`src/rtl/dshot_timing_pkg.sv`:
```
// Rate constants for the DShot/UART converter, expressed as integer/fraction
// divisor pairs at 16 MHz (mean period = div_int + div_frac/256 cycles).
package dshot_timing_pkg;

  typedef struct packed {
    logic [15:0] div_int;
    logic [7:0]  div_frac;
  } rate_t;

  localparam rate_t DSHOT1200  = '{div_int: 16'd13,  div_frac: 8'd85};
  localparam rate_t DSHOT600   = '{div_int: 16'd26,  div_frac: 8'd171};
  localparam rate_t DSHOT300   = '{div_int: 16'd53,  div_frac: 8'd85};
  localparam rate_t DSHOT150   = '{div_int: 16'd106, div_frac: 8'd171};
  localparam rate_t UART115200 = '{div_int: 16'd138, div_frac: 8'd228};

endpackage

```
`src/rtl/frac_phase_acc.sv`:
```
// Fractional phase accumulator: adds the active fraction at every period wrap
// and flags the next period as one cycle longer on carry-out.
module frac_phase_acc #(
  parameter int FRAC_W = 8
) (
  input  logic              clk_in,
  input  logic              reset,
  input  logic              clear,
  input  logic              step,
  input  logic [FRAC_W-1:0] frac,
  output logic              ext
);

  logic [FRAC_W-1:0] acc;

  always_ff @(posedge clk_in) begin
    if (reset || clear) begin
      acc <= '0;
      ext <= 1'b0;
    end else if (step) begin
      {ext, acc} <= {1'b0, acc} + {1'b0, frac};
    end
  end

endmodule

```
`src/rtl/baud_tick_gen_frac.sv`:
```
// Runtime-programmable fractional bit-timing generator: period tick plus
// half/quarter strobes and levels for the DShot encoder and UART shifter.
module baud_tick_gen_frac
  import dshot_timing_pkg::*;
#(
  parameter int DIV_W        = 16,
  parameter int FRAC_W       = 8,
  parameter int DEFAULT_DIV  = int'(DSHOT150.div_int),
  parameter int DEFAULT_FRAC = int'(DSHOT150.div_frac),
  parameter int MIN_DIV      = 4
) (
  input  logic              clk_in,
  input  logic              reset,
  input  logic              enable,
  input  logic              load,
  input  logic [DIV_W-1:0]  div_int,
  input  logic [FRAC_W-1:0] div_frac,
  output logic              tick,
  output logic              half_tick,
  output logic              quarter_tick,
  output logic              half_level,
  output logic              quarter_level,
  output logic              update_pending
);

  localparam int CW = DIV_W + 1;
  localparam logic [DIV_W-1:0] MIN_DIV_V = DIV_W'(MIN_DIV);

  logic [CW-1:0]     cnt;
  logic [CW-1:0]     period, half, quarter, three_q;
  logic [DIV_W-1:0]  n_q, n_p, div_clamped;
  logic [FRAC_W-1:0] f_q, f_p;
  logic              pend, ext;
  logic              wrap, apply_load, apply_pend;

  assign period      = {1'b0, n_q} + CW'(ext);
  assign half        = period >> 1;
  assign quarter     = period >> 2;
  assign three_q     = half + quarter;
  assign wrap        = enable && (cnt == period - 1'b1);
  assign div_clamped = (div_int < MIN_DIV_V) ? MIN_DIV_V : div_int;

  // A load landing on the wrap itself bypasses the pending registers.
  assign apply_load  = load && wrap;
  assign apply_pend  = pend && (wrap || !enable) && !apply_load;

  assign update_pending = pend;

  frac_phase_acc #(.FRAC_W(FRAC_W)) u_acc (
    .clk_in (clk_in),
    .reset  (reset),
    .clear  (!enable || apply_load || apply_pend),
    .step   (wrap),
    .frac   (f_q),
    .ext    (ext)
  );

  // NOTE: outputs are registered decodes of the pre-edge count, so every input
  // (enable included) reaches them only through a flop.
  always_ff @(posedge clk_in) begin
    if (reset) begin
      cnt           <= '0;
      n_q           <= DIV_W'(DEFAULT_DIV);
      f_q           <= FRAC_W'(DEFAULT_FRAC);
      n_p           <= DIV_W'(DEFAULT_DIV);
      f_p           <= FRAC_W'(DEFAULT_FRAC);
      pend          <= 1'b0;
      tick          <= 1'b0;
      half_tick     <= 1'b0;
      quarter_tick  <= 1'b0;
      half_level    <= 1'b0;
      quarter_level <= 1'b0;
    end else begin
      cnt <= (wrap || !enable) ? '0 : cnt + 1'b1;

      if (apply_load) begin
        n_q <= div_clamped;
        f_q <= div_frac;
      end else if (apply_pend) begin
        n_q <= n_p;
        f_q <= f_p;
      end

      if (load && !wrap) begin
        n_p  <= div_clamped;
        f_p  <= div_frac;
        pend <= 1'b1;
      end else if (apply_load || apply_pend) begin
        pend <= 1'b0;
      end

      tick          <= wrap;
      half_tick     <= enable && (cnt == half);
      quarter_tick  <= enable && (cnt == quarter || cnt == half || cnt == three_q);
      half_level    <= enable && (cnt >= half);
      quarter_level <= enable && ((cnt >= quarter && cnt < half) || cnt >= three_q);
    end
  end

endmodule

```
`config.mk`:
```
export PLATFORM = sky130hd
export DESIGN_NAME = baud_tick_gen_frac
export DESIGN_NICKNAME = d
export VERILOG_FILES = /design/src/rtl/dshot_timing_pkg.sv /design/src/rtl/frac_phase_acc.sv /design/src/rtl/baud_tick_gen_frac.sv
export SDC_FILE = /design/constraint.sdc
export NUM_CORES = 1
export LEC_CHECK = 0
export CORE_MARGIN = 5
export CORE_UTILIZATION = 60
export CTS_CLUSTER_SIZE = 28
export DETAILED_ROUTE_END_ITERATION = 7
export HOLD_SLACK_MARGIN = 0.1
export PLACE_DENSITY = 0.78
export REMOVE_ABC_BUFFERS = 1
export SYNTH_ARGS = -nofsm -noshare
export SYNTH_HDL_FRONTEND = slang
export SYNTH_SLANG_ARGS = --single-unit
```
`constraint.sdc`:
```
create_clock -name clk_in -period 6.4 [get_ports clk_in]
set_input_delay 0.64 -clock clk_in [delete_from_list [all_inputs] [get_ports clk_in]]
set_output_delay 0.64 -clock clk_in [all_outputs]
set_load 0.01 [all_outputs]
```
==> reports/qor.csv <==
stage,metric,value,unit
synthesis,Synth area leader,dfxtp_1,
synthesis,fraction of the mapped netlist area in compound gates,18.0,%
grt,GRT Total Usage,24.5,%
synthesis,Synth Area in XOR/XNOR,10.4,%
final_layout,"Area growth, synth to finish",8.32,%
synthesis,Synth Register Bits,80,
synthesis,Post-Synth Simple-Gate Area,20.7,%
setup_path,CP Class,flop to flop,
setup_path,Crit Reg-Reg Startpoint,n_q[0],
synthesis,number of synthesized flops with an enable pin,0,
power,static leakage,3.15,nW
route,wire length per cell,17.9,um
route,# DRC,0,
route,DR vias/cell,6.25,
route,vias,5998,
sta,sum of negative setup slack,0,ps
synthesis,"top cells by area, synth","dfxtp_1 23%, ha_1 12%, mux2i_1 7.7%",
final_layout,# diodes,0,
grt,first-pass GRT wire length,28500,um
power,internal power,0.000885,W
synthesis,post-synthesis mux area share,7.87,%
sta,max-slew violations,0,
final_layout,ratio of cells with drive above 1 in the final layout,6.00,%
final_layout,Nets,912,
setup_path,Worst setup EP type,flop,
sta,Tmin final,5260,ps
route,DRT Wirelength,17200,um
grt,vias in the first global route,5877,
setup_path,CP required,6660,ps
die,Core Area,11400,um^2
clock_tree,buffer count from post-CTS setup fixing,0,
final_layout,design area,7590,um^2
setup_path,critical path peak fanout,11,
clock_tree,root buffer cell,clkbuf_16,
power,clock power share,43.8,%
power,VDD IR max,152,uV
route,initial drt markers,411,
synthesis,Mapped Cells,807,
die,die width,118,um
synthesis,sequential fraction of the synthesis area,22.9,%
clock_tree,CTS tree,yes,
synthesis,combinational family with the most area after synthesis,simple AND/OR/NAND/NOR gates,
min_path,Hold WC Path Type,flop to flop,
sta,RSZ-0062 raised after global routing,no,
clock_tree,"Hold-fix buffers, CTS",0,
synthesis,commonest cells in the netlist,"80 x dfxtp_1, 70 x ha_1, 66 x nor2_1",
grt,largest net degree at the start of global routing,53,
setup_path,startpoint types,flop,
setup_path,r2r setup slk,1140,ps
synthesis,Adder-Cell Fraction of Synth Area,14.2,%
clock_tree,clock-pin slew on the worst setup and hold paths,60,ps
status,run status,finished clean,
route,Final ANT Viol Nets,0,
place,buffers added on ports,33,
clock_tree,CTS Buf Count,9,
grt,antenna violations before repair,0,
power,register share of total power,43.6,%
die,Row Count,39,
setup_path,CP startpoint,n_q[0],
setup_path,worst setup path endpoint,quarter_level,
synthesis,"FFs w/ async S/R, synth",0,%
sta,"Setup violations, final",0,
power,Sw Ratio,26.4,%
sta,f_max,0.190,GHz
place,Post-DP HPWL,13100,um
power,Cell Pwr Density,158,nW/um^2
synthesis,post-synth top area share,22.9,%
sta,Hold WS,476,ps
synthesis,Ys Warns,0,
clock_tree,clk sinks,80,
die,Starting Density,61.4,%
route,TritonRoute pass-1 iters,6,
clock_tree,htree depth,3,
setup_path,R2R Path End,quarter_level,
setup_path,crit path DAT,5520,ps
setup_path,worst reg2reg path depth,23,
sta,actual slew at the worst max-slew pin,933,ps
synthesis,post-synth design cell area,7010,um^2
sta,Max transition margin,37.7,%
sta,Fin Clk Skew,5.82,ps
power,Switch Pwr,0.000317,W
place,dpl cell area,7300,um^2
grt,total grt overflow,0,
synthesis,ys flop type,dfxtp_1,
run,max_cap viols,0,
place,Final Wtd Congestion,0.934,
synthesis,Yosys cell types,83,
clock_tree,number of gates resized after cts,0,
die,Die Ht,118,um
clock_tree,later-pin clock latency in the skew report,350,ps
sta,endpoints failing hold,0,
synthesis,most frequent cell after synthesis,dfxtp_1,
synthesis,Synth Area per Inst,8.68,um^2
power,Comb power frac,12.6,%
die,Die ar.,13900,um^2
sta,crit share post-route,82.1,%
clock_tree,Clock Tree Buf Depth,2,
die,I/O pins,34,
==> per-stage QoR <==
stage	setup slack (ps)	power (W)	util (%)	instances
final	1140	0.00120	66.5	959
after global routing	714	0.00125	66.5	959
after CTS	1170	0.00121	66.5	959
after detailed placement	1160	0.000686	63.9	944
after global placement	1450	0.000681	63.9	944
after floorplan	1740	0.000632	-	762
==> critical path, stage by stage, from the launching register on <==
cell and delay, ps:
dfxtp_1 360, ha_1 160, ha_1 230, nand3_2 200, o21ai_0 300, and2_1 430, inv_1 180, ha_1 360
a21oi_1 290, o311ai_0 230, a31o_2 340, a2111o_1 380, a21o_1 150, a21oi_1 160, xnor2_1 100, ha_1 310
nand4_1 110, nor2_1 120, nand2_1 70, nor3_1 270, nor2_1 70, a21oi_1 150, a211oi_1 70, a31oi_1 140
==> cells by family after synthesis <==
logic type                 after synthesis
and+or+nand+nor                        264
AOI/OAI and AO/OA                      167
buffers and inverters                   85
adders and majority gates               80
DFF                                     80
xor gates and xnor gates                76
muxes                                   55
==> routing by layer <==
layer | wire, um | global-route usage, % | up-vias
met1 | 7330 | 29.4 | 2861
li1 | - | - | 2942
met3 | 672 | 3.51 | 42
met5 | 0 | 0 | -
met2 | 8540 | 42.7 | 153
met4 | 610 | 11.7 | 0
==> registers in the layout (all words and copies together), names as in the netlist, 8 cells and up <==
name	count
cnt	17
f_p	8
f_q	8
n_p	16
n_q	16
u_acc.acc	8
==> placed cells by master, fill, tap and decap left out, types with 27 or more instances in the layout <==
cell type / n
inv_1: 39
mux2i_1: 54
a21oi_1: 28
clkdlybuf4s50_1: 33
dfxtp_1: 80
nand3_1: 28
nand2b_1: 37
nand2_1: 27
nor2_1: 66
xnor2_1: 47
ha_1: 70
==> how the worst min path moves through the flow <==
| stage | slack, ps | cells after the start | start | end |
|---|---|---|---|---|
| 3_5_place_dp | 470 | 2 | f_p[6] | f_p[6] |
| 3_3_place_gp | 460 | 2 | u_acc.acc[7] | u_acc.acc[7] |
| 2_1_floorplan | 450 | 2 | u_acc.acc[0] | u_acc.acc[0] |
| 5_1_grt | 490 | 2 | f_p[6] | f_p[6] |
| 6_report | 480 | 2 | f_p[6] | f_p[6] |
| 4_1_cts | 480 | 2 | f_p[6] | f_p[6] |
==> power by group through the flow <==
| stage | clock network, W | logic [W] | registers (W) |
|---|---|---|---|
| 2_1_floorplan | 0 | 0.000100 | 0.000532 |
| 3_3_place_gp | 0 | 0.000146 | 0.000535 |
| 3_5_place_dp | 0 | 0.000151 | 0.000535 |
| 4_1_cts | 0.000534 | 0.000152 | 0.000524 |
| 5_1_grt | 0.000554 | 0.000168 | 0.000526 |
| 6_report | 0.000527 | 0.000152 | 0.000524 |
==> final cells by class <==
cell class / instances / area, um^2
Clock buffer: 9 / 225
Clock inverter: 6 / 68.8
Fill cell: 971 / 3830
Inverter: 40 / 150
Multi-Input combinational cell: 642 / 4990
Sequential cell: 80 / 1600
Tap cell: 143 / 179
Timing Repair Buffer: 39 / 375
Power figures use the tool's default switching activity.
